`config.mk`:
```
export PLATFORM = sky130hd
export DESIGN_NAME = counter_ctrl_flat
export DESIGN_NICKNAME = d
export VERILOG_FILES = /design/src/rtl/counter_ctrl_if.sv /design/src/rtl/counter_ctrl.sv /design/src/flat_wrapper.sv
export SDC_FILE = /design/constraint.sdc
export NUM_CORES = 1
export LEC_CHECK = 0
export CORE_MARGIN = 10
export CORE_UTILIZATION = 44
export CTS_BUF_LIST = sky130_fd_sc_hd__clkbuf_4
export DETAILED_ROUTE_END_ITERATION = 12
export PLACE_DENSITY_LB_ADDON = 0.05
export SETUP_SLACK_MARGIN = 0.4
export SLEW_MARGIN = 20
export SYNTH_ARGS = -nofsm -noshare
export SYNTH_HDL_FRONTEND = slang
export SYNTH_SLANG_ARGS = --single-unit
```
`constraint.sdc`:
```
create_clock -name clk -period 2.1 [get_ports clk]
set_input_delay 0.525 -clock clk [delete_from_list [all_inputs] [get_ports clk]]
set_output_delay 0.525 -clock clk [all_outputs]
set_load 0.02 [all_outputs]
```
`src/rtl/counter_ctrl_if.sv`:
```
// Control bus between the counter sequencer and its surroundings: button
// inputs, target/current count in, counter controls and status out.
interface counter_ctrl_if #(
    parameter int NUM_CNT_BITS = 8
);
    logic                    start_btn;
    logic                    stop_btn;
    logic                    clear_btn;
    logic [NUM_CNT_BITS-1:0] target;
    logic [NUM_CNT_BITS-1:0] count_in;
    logic                    count_enable;
    logic                    clear;
    logic [NUM_CNT_BITS-1:0] rollover_val;
    logic                    done;
    logic [1:0]              state_out;

    // Drives buttons/target/count and observes the controls (testbench side).
    modport master (
        output start_btn, stop_btn, clear_btn, target, count_in,
        input  count_enable, clear, rollover_val, done, state_out
    );

    // The sequencer itself.
    modport slave (
        input  start_btn, stop_btn, clear_btn, target, count_in,
        output count_enable, clear, rollover_val, done, state_out
    );
endinterface

```
`src/rtl/counter_ctrl.sv`:
```
// Start/stop/clear sequencer for an external up-counter. Button rising edges
// move a four-state FSM; the counter is enabled in RUN until it reaches the
// latched target, after which a one-cycle done pulse is issued.
module counter_ctrl #(
    parameter int NUM_CNT_BITS = 8
) (
    input  logic          clk,
    input  logic          rst,
    counter_ctrl_if.slave bus
);
    typedef enum logic [1:0] {
        IDLE  = 2'b00,
        RUN   = 2'b01,
        PAUSE = 2'b10,
        DONE  = 2'b11
    } state_e;

    state_e                  state_q, state_d;
    logic [NUM_CNT_BITS-1:0] rollover_q, rollover_d;
    logic                    done_q, done_d;
    logic                    clear_q, clear_d;
    logic                    start_prev_q, stop_prev_q, clear_prev_q;

    logic start_edge, stop_edge, clear_edge;
    logic at_target;

    assign start_edge = bus.start_btn & ~start_prev_q;
    assign stop_edge  = bus.stop_btn  & ~stop_prev_q;
    assign clear_edge = bus.clear_btn & ~clear_prev_q;
    assign at_target  = (bus.count_in == rollover_q);

    // Button history, used to turn the level inputs into single-cycle events.
    // NOTE: sequential state uses non-blocking assignments so every register
    // samples the pre-edge values regardless of statement order.
    always_ff @(posedge clk) begin
        if (rst) begin
            start_prev_q <= 1'b0;
            stop_prev_q  <= 1'b0;
            clear_prev_q <= 1'b0;
        end else begin
            start_prev_q <= bus.start_btn;
            stop_prev_q  <= bus.stop_btn;
            clear_prev_q <= bus.clear_btn;
        end
    end

    // FSM state, latched target and the registered clear/done pulses.
    always_ff @(posedge clk) begin
        if (rst) begin
            state_q    <= IDLE;
            rollover_q <= '1;
            done_q     <= 1'b0;
            clear_q    <= 1'b0;
        end else begin
            state_q    <= state_d;
            rollover_q <= rollover_d;
            done_q     <= done_d;
            clear_q    <= clear_d;
        end
    end

    // Next-state decode; clear beats stop beats start.
    // NOTE: every output of this block gets a default first, otherwise paths
    // that do not assign it would infer a latch.
    always_comb begin
        state_d    = state_q;
        rollover_d = rollover_q;
        done_d     = 1'b0;
        clear_d    = 1'b0;

        if (clear_edge) begin
            state_d = IDLE;
            clear_d = 1'b1;
        end else begin
            unique case (state_q)
                IDLE: begin
                    if (start_edge) begin
                        state_d    = RUN;
                        rollover_d = bus.target;
                    end
                end
                RUN: begin
                    if (stop_edge) begin
                        state_d = PAUSE;
                    // While the counter is still being cleared, count_in holds
                    // the stale value from the previous run and must not end it.
                    end else if (at_target && !clear_q) begin
                        state_d = DONE;
                        done_d  = 1'b1;
                    end
                end
                PAUSE: begin
                    if (start_edge) begin
                        state_d = RUN;
                    end
                end
                DONE: begin
                    if (start_edge) begin
                        state_d    = RUN;
                        rollover_d = bus.target;
                        clear_d    = 1'b1;
                    end
                end
                default: state_d = IDLE;
            endcase
        end
    end

    // Enable is combinational so the counter stops exactly on the target;
    // it is gated by rst because the state register only clears at the edge.
    assign bus.count_enable = ~rst && (state_q == RUN) && !at_target;
    assign bus.clear        = clear_q;
    assign bus.rollover_val = rollover_q;
    assign bus.done         = done_q;
    assign bus.state_out    = state_q;
endmodule

```
`src/flat_wrapper.sv`:
```
// flat-port wrapper written by rule: the top's interface ports become plain ports
module counter_ctrl_flat 
#(
    parameter int NUM_CNT_BITS = 8
)
  (clk, rst, bus_start_btn, bus_stop_btn, bus_clear_btn, bus_target, bus_count_in, bus_count_enable, bus_clear, bus_rollover_val, bus_done, bus_state_out);
  counter_ctrl_if #(.NUM_CNT_BITS(NUM_CNT_BITS)) bus_i ();
  input  logic clk;
  input  logic rst;
  input wire logic [$bits(bus_i.start_btn)-1:0] bus_start_btn;
  input wire logic [$bits(bus_i.stop_btn)-1:0] bus_stop_btn;
  input wire logic [$bits(bus_i.clear_btn)-1:0] bus_clear_btn;
  input wire logic [$bits(bus_i.target)-1:0] bus_target;
  input wire logic [$bits(bus_i.count_in)-1:0] bus_count_in;
  output wire logic [$bits(bus_i.count_enable)-1:0] bus_count_enable;
  output wire logic [$bits(bus_i.clear)-1:0] bus_clear;
  output wire logic [$bits(bus_i.rollover_val)-1:0] bus_rollover_val;
  output wire logic [$bits(bus_i.done)-1:0] bus_done;
  output wire logic [$bits(bus_i.state_out)-1:0] bus_state_out;
  assign bus_i.start_btn = bus_start_btn;
  assign bus_i.stop_btn = bus_stop_btn;
  assign bus_i.clear_btn = bus_clear_btn;
  assign bus_i.target = bus_target;
  assign bus_i.count_in = bus_count_in;
  assign bus_count_enable = bus_i.count_enable;
  assign bus_clear = bus_i.clear;
  assign bus_rollover_val = bus_i.rollover_val;
  assign bus_done = bus_i.done;
  assign bus_state_out = bus_i.state_out;
  counter_ctrl #(.NUM_CNT_BITS(NUM_CNT_BITS)) u_core (.clk(clk), .rst(rst), .bus(bus_i));
endmodule
```
==> out/results.ini <==
[clock_tree]
cts-hold-fix-buffers=0
cts_buffers=3
numClockSinks=15
clk_latency_ps=280
tritoncts=built
root_buffer=clkbuf_4
h-tree-depth=1
clk_path_buf_depth=2
clk_pin_slew_ps=90

[timing]
worstMarginPinSlew_ps=544.0
fmax_mhz=517.3
period_share_pct=92.05
hold_viol=0
worst_slack_ps=166.9
hold-worst-slack_ps=499.0
period_minus_slack_ps=1933
finalSetupTns_ps=0
setup_viol=0
skew_ps=3.804
grt_setup_unrepaired=yes
finalMaxSlewViolations=0
slew_headroom_pct=63.35

[pwr]
comb_power_share_pct=31.3
irDropWorstVdd_uv=500.6
power.clock.fraction_pct=24.5
swShare_pct=30.27
internal_power_uw=513.7
powerDensity_nw_per_um2=570.6
switchingPower_uw=223.0
power.leakage_nw=0.5493
p_seq_share_pct=44.1
finalPower_uw=736.7

[floorplanning]
coreArea_um2=1506
ioPinCount=34
die_w_um=59.73
die_height_um=59.73
start_util_pct=46.10
std_cell_rows=14
fp.dieArea_um2=3567

[synth]
synthCells=82
synthesis.area_um2=694.4
netlist-cell-type-count=18
synth_seq_cells=15
yosys_warnings=0
avgSynthCellArea_um2=8.468
syn_nets=106
yosysSeqAreaShare_pct=43.24

[min_path]
min-delay-start=u_core.bus.rollover_val[2]
hp-class=reg2reg
min_path_cells=2
min_to=u_core.bus.rollover_val[2]

[global_route]
grt_pass1_vias=839
grt_overflow=0
grt_pass1_wl_um=3753
grt_max_degree=14
antenna_found_initial=0
grt_use_total_pct=13.57

[route]
drc_errors=0
drtIter0Drc=10
wl_per_cell_um=15.67
ant_nets=0
vias_per_cell=4.845
dr.pass1.iters=3
vias=717
drt_wl_total_um=2319

[setup_path]
crit_buf_inv=3
worstSetupStartpointType=primary input
cp_common_cell=buf_6
path_max_fanout=2
slowest_delay_ps=250
required_ps=1570
rrSetupSlack_ps=270
cp_slowest_cell=nor4_2
critPathKind=in2out
r2r_cells=10
reg2reg_from=u_core.bus.rollover_val[1]
worstPathArrival_ps=1410
cp_top_family=buffers and inverters
cp-end-kind=output pin
r2r_end=u_core.bus.state_out[1]
path_cells=buf_6 -> xor2_2 -> nor4_2 -> buf_4 -> a21oi_4 -> buf_6

[placed_design]
post-place-ws_ps=-577.0
hpwl_um=1513
portBuffers=33
finalWeightedCongestion=0.7876

[run]
drv_cap=0

[final_layout]
area.sequential_um2=309.0
fin_util_pct=85.71
fill_cells=87
layout_commonest_cell=nand2_1
drive_gt1_share_pct=38.64
antenna_cells=0
final_cell_mix=17 x nand2_1, 12 x clkdlybuf4s50_1, 12 x dlygate4sd2_1, 11 x buf_4, 9 x buf_6
area_growth_syn_to_layout_pct=85.95
multi_input_area_um2=488.0
layout.nets=157

[status]
outcome=complete, no violations

[power groups by stage]
stage / clock (mW) / sequential, mW / combinational (mW)
CTS: 0.185 / 0.324 / 0.211
floorplan: 0 / 0.347 / 0.0704
global placement: 0 / 0.327 / 0.184
global route: 0.201 / 0.328 / 0.250
detailed placement: 0 / 0.328 / 0.188
finish: 0.181 / 0.325 / 0.231
[metal layers]
layer | wire length (um) | global-route usage [%]
met5 | 0 | 0
met4 | 48 | 8.013
met3 | 163 | 5.508
met2 | 1249 | 22.21
met1 | 857 | 14.20
[final cells by class]
cell class,instances,area share (%)
Tap cell,16,1.550
Clock buffer,4,2.326
Multi-Input combinational cell,61,37.79
Sequential cell,15,23.93
Timing Repair Buffer,48,33.24
Inverter,4,1.163
[metrics by stage]
step	std cells	cell area (um2)
final	148	1291
after global placement	133	1084
after floorplan	82	710.7
after global routing	148	1291
after CTS	145	1224
after detailed placement	133	1084
[how the worst max path moves through the flow]
stage | start | endpoint | slack [ps] | depth (start not counted)
2_1_floorplan | bus_count_in[3] | bus_count_enable | 380 | 3
3_3_place_gp | bus_count_in[5] | bus_count_enable | -550 | 5
3_5_place_dp | bus_count_in[5] | bus_count_enable | -580 | 5
4_1_cts | bus_count_in[6] | bus_count_enable | 170 | 6
5_1_grt | u_core.bus.rollover_val[0] | bus_count_enable | 100 | 5
6_report | bus_count_in[3] | bus_count_enable | 170 | 6
[flip-flops by register name (all words and copies together), names as in the netlist]
signal	count
u_core.bus.clear	1
u_core.bus.done	1
u_core.bus.rollover_val	8
u_core.bus.state_out	2
u_core.clear_prev_q	1
u_core.start_prev_q	1
u_core.stop_prev_q	1
[what timing repair did]
| item | in CTS | in global routing |
|---|---|---|
| hold endpoints to repair | 0 | 0 |
| gates resized for setup | 67 | 13 |
| pin swaps | 9 | 7 |
| setup buffers | 8 | 3 |
| endpoints found under the setup margin | 15 | 12 |
[synthesized netlist by cell type]
cell type  count  share of area, %
nand2_1       17               9.2
dfxtp_1       15                43
nand3b_1       8               8.6
xor2_1         8                10
nand2b_1       5               4.5
inv_1          4               2.2
a21oi_1        3               2.2
ha_1           3               5.4
nor2_1         3               1.6
nor2b_1        3               2.7
a31oi_1        2               1.8
clkbuf_1       2               1.1
nand3_1        2               1.4
nor4_1         2               1.8
o21ai_0        2               1.4
and3_1         1              0.90
nor3_1         1              0.72
o21a_1         1               1.1
[worst min-delay path: cells and delay by family, from the launching register on]
kind	cells	cell delay (ps)
simple gates	2	110
flops	1	350
[logic make-up after synthesis]
kind of cell | Yosys count | share of synthesized area, %
xor gates and xnor gates | 8 | 10.09
AOI/OAI and AO/OA | 8 | 6.486
adders and majority gates | 3 | 5.406
DFF | 15 | 43.24
buffers and inverters | 6 | 3.243
and+or+nand+nor | 42 | 31.53
(Power assumes the default switching activity.)
